**config.mk**
```make
export PLATFORM = sky130hd
export DESIGN_NAME = vga_timing_gen
export DESIGN_NICKNAME = d
export VERILOG_FILES = /design/src/rtl/vga_timing_gen.sv
export SDC_FILE = /design/constraint.sdc
export NUM_CORES = 1
export LEC_CHECK = 0
export CAP_MARGIN = 15
export CORE_MARGIN = 2
export CORE_UTILIZATION = 57
export CTS_CLUSTER_SIZE = 8
export DETAILED_ROUTE_END_ITERATION = 10
export PLACE_DENSITY = 0.9
export SYNTH_ARGS = -nofsm -noshare
export SYNTH_HDL_FRONTEND = slang
export SYNTH_SLANG_ARGS = --single-unit
```
**constraint.sdc**
```tcl
create_clock -name clk -period 7.7 [get_ports clk]
set_clock_uncertainty 0.2 [all_clocks]
set_input_delay 2.31 -clock clk [delete_from_list [all_inputs] [get_ports clk]]
set_output_delay 2.31 -clock clk [all_outputs]
set_load 0.005 [all_outputs]
```
**src/rtl/vga_timing_gen.sv**
```systemverilog
// vga_timing_gen: XGA raster timing, with pixel/line counters, syncs, active window, strobes and a frame counter.
// Latency: 1 enabled cycle. All outputs are registered and describe (h_cnt, v_cnt) as it was before the increment.
// Backpressure: none. pix_en=0 freezes the counters and every output, including the strobes.
module vga_timing_gen #(
  parameter int H_ACTIVE  = 1024,
  parameter int H_FP      = 24,
  parameter int H_SYNC    = 136,
  parameter int H_BP      = 160,
  parameter int V_ACTIVE  = 768,
  parameter int V_FP      = 3,
  parameter int V_SYNC    = 6,
  parameter int V_BP      = 29,
  parameter bit HSYNC_POL = 1'b0,
  parameter bit VSYNC_POL = 1'b0
) (
  input  logic        clk,
  input  logic        rst,
  input  logic        pix_en,
  output logic [9:0]  pix_x,
  output logic [9:0]  pix_y,
  output logic        video_active,
  output logic        hsync,
  output logic        vsync,
  output logic        line_start,
  output logic        frame_start,
  output logic [15:0] frame_cnt
);

  localparam int H_TOTAL = H_ACTIVE + H_FP + H_SYNC + H_BP;
  localparam int V_TOTAL = V_ACTIVE + V_FP + V_SYNC + V_BP;

  // Decode boundaries, pre-sized to the 11-bit counter width
  localparam logic [10:0] H_ACT_END  = 11'(H_ACTIVE);
  localparam logic [10:0] H_SYNC_BEG = 11'(H_ACTIVE + H_FP);
  localparam logic [10:0] H_SYNC_END = 11'(H_ACTIVE + H_FP + H_SYNC);
  localparam logic [10:0] H_LAST     = 11'(H_TOTAL - 1);
  localparam logic [10:0] V_ACT_END  = 11'(V_ACTIVE);
  localparam logic [10:0] V_SYNC_BEG = 11'(V_ACTIVE + V_FP);
  localparam logic [10:0] V_SYNC_END = 11'(V_ACTIVE + V_FP + V_SYNC);
  localparam logic [10:0] V_LAST     = 11'(V_TOTAL - 1);

  // Coordinates must fit 10 bits, totals must fit the 11-bit counters
  localparam bit PARAMS_OK = (H_ACTIVE <= 1024) && (V_ACTIVE <= 1024) &&
                             (H_TOTAL <= 2047) && (V_TOTAL <= 2047) &&
                             (H_FP >= 1) && (H_SYNC >= 1) && (H_BP >= 1) &&
                             (V_FP >= 1) && (V_SYNC >= 1) && (V_BP >= 1);

  logic [10:0] h_cnt_q, h_cnt_d;
  logic [10:0] v_cnt_q, v_cnt_d;
  logic [9:0]  pix_x_q, pix_x_d;
  logic [9:0]  pix_y_q, pix_y_d;
  logic        active_q, active_d;
  logic        hsync_q, hsync_d;
  logic        vsync_q, vsync_d;
  logic        line_start_q, line_start_d;
  logic        frame_start_q, frame_start_d;
  logic [15:0] frame_cnt_q, frame_cnt_d;

  // Raster position advance: h wraps at end of line, v steps on h wrap and wraps at end of frame
  always_comb begin
    h_cnt_d = h_cnt_q + 11'd1;
    v_cnt_d = v_cnt_q;
    if (h_cnt_q == H_LAST) begin
      h_cnt_d = 11'd0;
      v_cnt_d = (v_cnt_q == V_LAST) ? 11'd0 : v_cnt_q + 11'd1;
    end
  end

  // Output decode of the current position; frame_cnt counts the frame_start already on the output
  always_comb begin
    active_d      = (h_cnt_q < H_ACT_END) && (v_cnt_q < V_ACT_END);
    pix_x_d       = active_d ? h_cnt_q[9:0] : 10'd0;
    pix_y_d       = active_d ? v_cnt_q[9:0] : 10'd0;
    hsync_d       = ((h_cnt_q >= H_SYNC_BEG) && (h_cnt_q < H_SYNC_END)) ? HSYNC_POL : ~HSYNC_POL;
    vsync_d       = ((v_cnt_q >= V_SYNC_BEG) && (v_cnt_q < V_SYNC_END)) ? VSYNC_POL : ~VSYNC_POL;
    line_start_d  = (h_cnt_q == 11'd0);
    frame_start_d = (h_cnt_q == 11'd0) && (v_cnt_q == 11'd0);
    frame_cnt_d   = frame_start_q ? frame_cnt_q + 16'd1 : frame_cnt_q;
  end

  // State and output registers; reset wins over pix_en and idles both syncs
  always_ff @(posedge clk) begin
    if (rst) begin
      h_cnt_q       <= 11'd0;
      v_cnt_q       <= 11'd0;
      pix_x_q       <= 10'd0;
      pix_y_q       <= 10'd0;
      active_q      <= 1'b0;
      hsync_q       <= ~HSYNC_POL;
      vsync_q       <= ~VSYNC_POL;
      line_start_q  <= 1'b0;
      frame_start_q <= 1'b0;
      frame_cnt_q   <= 16'd0;
    end else if (pix_en) begin
      h_cnt_q       <= h_cnt_d;
      v_cnt_q       <= v_cnt_d;
      pix_x_q       <= pix_x_d;
      pix_y_q       <= pix_y_d;
      active_q      <= active_d;
      hsync_q       <= hsync_d;
      vsync_q       <= vsync_d;
      line_start_q  <= line_start_d;
      frame_start_q <= frame_start_d;
      frame_cnt_q   <= frame_cnt_d;
    end
  end

  // Simulation-only guard against an illegal timing parameter set
  always @(posedge clk) begin
    assert (PARAMS_OK) else $error("vga_timing_gen: illegal timing parameters");
  end

  assign pix_x        = pix_x_q;
  assign pix_y        = pix_y_q;
  assign video_active = active_q;
  assign hsync        = hsync_q;
  assign vsync        = vsync_q;
  assign line_start   = line_start_q;
  assign frame_start  = frame_start_q;
  assign frame_cnt    = frame_cnt_q;

endmodule

```
**Yosys cells after proc, flatten, opt, wreduce, memory -nomap -nowiden**

Index checks and enable logic that the tools add are counted.

- ROM bits: 0
- Word-level logic and storage cells: 35
- Input port bits: 3
- Bits in latches: 0
- Memories: 0
- Flip-flop bits (word level): 63
- Output and inout bits: 41
- RAM bits: 0

- Multiplexer cells: 6
- Magnitude comparators: 6
- Add/sub/neg operators: 3
- Divide/modulo/power cells: 0
- Equal/unequal tests: 2
- Multipliers: 0
- Reduce and logical (&&, ||, !) cells: 8
- Bitwise gates (word level): 0
- Shifts and indexed selects: 0

Operator list:

| cell | number |
|---|---|
| adder 11 x 1 -> 11 bit (second input constant) | 2 |
| logical NOT 11 bit | 2 |
| < comparator 11 x 10 -> 1 bit (second input constant) | 2 |
| < comparator 11 bit (second input constant) | 2 |
| 2-to-1 mux 11 bit | 2 |
| 2-to-1 mux 10 bit | 2 |
| adder 16 x 1 -> 16 bit (second input constant) | 1 |
| equality test 11 x 10 -> 1 bit (second input constant) | 1 |
| equality test 11 bit (second input constant) | 1 |
| >= comparator 11 x 10 -> 1 bit (second input constant) | 1 |
| >= comparator 11 bit (second input constant) | 1 |
| logical AND 1 bit | 4 |
| AND reduction 2 bit | 2 |
| 2-to-1 mux 1 bit | 2 |

**Logic depth before layout (Yosys ltp)**

- Depth in word-level cells: 3
- Gate-level depth with buffers: 7
- Depth with buffers taken out: 6

**Worst setup path before layout**

Ideal clock, no wire load.

- Path type: input-to-reg
- Start: input port pix_en
- End: register v_cnt_q[9]
- Setup slack: 3458 ps
- Library setup time: 67 ps
- Data arrival time: 3976 ps
- Cell stages on the path: 6
- Path buffers: 2
- Cells stage by stage: clkbuf_1 -> nand3_1 -> or4_4 -> buf_6 -> or4_4 -> a21oi_2

- Word-level cells in the longest chain between the ends: 1

RTL lines:

| what | RTL line | text |
|---|---|---|
| from (decl) | 18 | `input logic pix_en,` |
| AND reduction 2 bit (no line) | -- |  |
| to (signal assigned) | 96 | `v_cnt_q <= v_cnt_d;` |
| to (decl) | 49 | `logic [10:0] v_cnt_q, v_cnt_d;` |

Every way passes these cells.
A chain may end at the register's enable or synchronous reset.

==> results.yml <==
logic_synthesis:
  synth_nets: 318
  netlist-cell-type-count: 36
  synth_top_flop_cell: "dfxtp_1"
  async_flop_share_pct: 0
  netlist_area_um2: 2690
  synth_compound_area_share_pct: 13.7
  synthCells: 309
  synthXorXnorAreaFrac_pct: 7.16
  synth_edf_count: 0
  synth.area.mux_share_pct: 0.372
  synth_area_leaders: "dfxtp_1, nor2_1, a22oi_1"
  synth_top_family_by_area: "simple AND/OR/NAND/NOR gates"
  synthAdderAreaFrac_pct: 2.79
  synth-simple-area-share_pct: 24.9
  syn_avg_cell_area_um2: 8.71
  yosysSeqAreaShare_pct: 46.9
  ys_ff_latch: 63
  synth_top_area_share_pct: 46.9
  yosysWarnings: 0
  yosys.area.top_type: "dfxtp_1"
floorplanning:
  initial_core_util_pct: 60.6
  rows: 24
  fp.dieW_um: 72.7
  die_height_um: 72.7
  ios: 44
  core_um2: 4440
  die_area_um2: 5290
hold_path:
  hp-class: "flop to flop"
  holdPathStages: 2
detailed_routing:
  wl_per_cell_um: 15.5
  avgViaCountPerCell: 6.06
  drtAntennaViolNets: 0
  finalWirelength_mm: 6.26
  drt_pre_antenna_iters: 4
  vias: 2447
  drtIter0Drc: 162
  drc: 0
clocking:
  clkSlewWorstSetupHoldPaths_ns: 0.06
  post_cts_buffers: 0
  cts_tree: "yes"
  root_buffer: "clkbuf_8"
  cts.sinks: 63
  hold_buffers: 0
  cts_resized: 0
  insertion_delay_ns: 0.34
  htreeDepth: 3
  numCtsBuffers: 9
  clk_path_buf_depth: 2
critical_path:
  crit_buf_inv: 3
  critPathSlowestCell: "nor4b_2"
  crit_family: "buffers and inverters"
  endpoint_kind: "flop"
  crit_type: "input port to flop"
  critPathMaxStageDelay_ns: 0.99
  cp.depth: 6
  start_kind: "input port"
  arrival_ns: 5.23
  path_max_fanout: 24
  worstRegToRegCells: 5
  crit_required_ns: 7.77
  worstPathCellList: "clkdlybuf4s50_1, inv_1, nor4b_2, buf_4, a22oi_1, nor2_1"
timing:
  fin_ws_ns: 2.54
  drv_slew: 0
  fin_setup_tns_ns: 0
  tightestPinTransition_ns: 0.996
  finalHoldViolCount: 0
  rsz0062_at_grt: "false"
  period_share_pct: 67.0
  finalSetupViolCount: 0
  max_freq_mhz: 194
  finalCriticalPeriod_ns: 5.16
  maxSlewHeadroom_pct: 33.5
final_layout:
  final_common_cell: "dfxtp_1"
  area_growth_pct: 22.7
  nets: 358
  n_antenna_cell: 0
  design_area_um2: 3300
  fillers: 336
  final_cells: 404
  drive_above_1_share_pct: 6.25
  final_cell_mix: "dfxtp_1, nor2_1, clkdlybuf4s50_1"
power:
  switching_share_pct: 22.4
  vdd_drop_max_mv: 0.0947
  p_per_area_nw_per_um2: 183
  internal_power_mw: 0.470
  combPwrFrac_pct: 4.3
  p_clk_share_pct: 40.6
  pwr-share-seq_pct: 55.1
  leakage_nw: 1.10
  switching_power_mw: 0.135
outcome:
  run_status: "completed"
grt:
  globalRouteOverflowTotal: 0
  grt_max_degree: 47
  grt_pass1_wl_mm: 10.2
  antenna_found_initial: 0
  grt_pass1_vias: 2222
  track_usage_pct: 25.2
placed_design:
  dp_cells: 390
  place_hpwl_mm: 4.13
  routabilityCongestion: 0.813
  portBuffers: 43
  place_ws_ns: 2.29
  dpl_cell_area_um2: 3140
job:
  max-cap-violations: 0
[final cells by class]
| cell class | instances | area [µm²] | share of cell area, % |
|---|---|---|---|
| repair buffers | 45 | 445 | 13.5 |
| multi-input cells | 218 | 1320 | 40.0 |
| inverters | 12 | 45.0 | 1.36 |
| well taps | 52 | 65.1 | 1.97 |
| clock inverters | 1 | 5.00 | 0.152 |
| clock buffers | 13 | 159 | 4.81 |
| flip-flops and latches | 63 | 1260 | 38.2 |
[layer usage]
layer / part of all wire (%) / wire (µm) / global-route usage [%] / vias up
li1: - / - / - / 1175
met1: 42 / 2660 / 32.7 / 1154
met2: 49 / 3040 / 37.9 / 101
met3: 7.0 / 440 / 5.11 / 17
met4: 2.0 / 125 / 17.3 / 0
met5: 0 / 0 / 0 / -
[cells by family after synthesis]
group | Yosys count
AOI/OAI and AO/OA | 57
xor gates and xnor gates | 22
adders and majority gates | 6
buffers and inverters | 28
DFF | 63
muxes | 1
and+or+nand+nor | 132
[synthesized netlist by cell type (all sizes together), types with 7 or more instances]
master,n
a21oi,20
a22oi,20
clkbuf,15
dfxtp,63
inv,12
nand2,22
nand3,11
nand4,9
nor2,48
nor4,8
o21ai,7
or3,9
or4,10
xnor2,13
xor2,9
[through the flow]
stage	hold slack (ns)	util (%)	power (mW)
floorplan	0.260	-	0.356
global placement	0.266	70.6	0.365
finish	0.292	74.3	0.606
detailed placement	0.277	70.6	0.366
global route	0.327	74.3	0.624
CTS	0.296	74.3	0.608
[final timing paths]
check / end / startpoint / slack [ns]
worst min-delay path: frame_cnt[15] / frame_cnt[15] / 0.29
worst max-delay path: pix_x[2] / pix_en / 2.54
worst min register to register: frame_cnt[15] / frame_cnt[15] / 0.29
worst max register to register: v_cnt_q[7] / h_cnt_q[0] / 5.18
[tightest hold or removal path, delay by kind of cell, from the launching register on]
| kind | cells | cell delay [ns] |
|---|---|---|
| compound gates | 2 | 0.13 |
| flops | 1 | 0.31 |
[registers in the layout, indices dropped and copies added (netlist names)]
signal	count
video_active	1
pix_x	10
frame_start	1
line_start	1
v_cnt_q	11
h_cnt_q	11
frame_cnt	16
vsync	1
hsync	1
pix_y	10
[power by group through the flow]
| stage | Clock [mW] | Combinational (mW) | Sequential, mW |
|---|---|---|---|
| finish | 0.246 | 0.0261 | 0.334 |
| detailed placement | 0 | 0.0256 | 0.341 |
| global route | 0.262 | 0.0284 | 0.334 |
| CTS | 0.248 | 0.0260 | 0.334 |
| floorplan | 0 | 0.0159 | 0.340 |
| global placement | 0 | 0.0247 | 0.341 |
(Power assumes the default switching activity.)
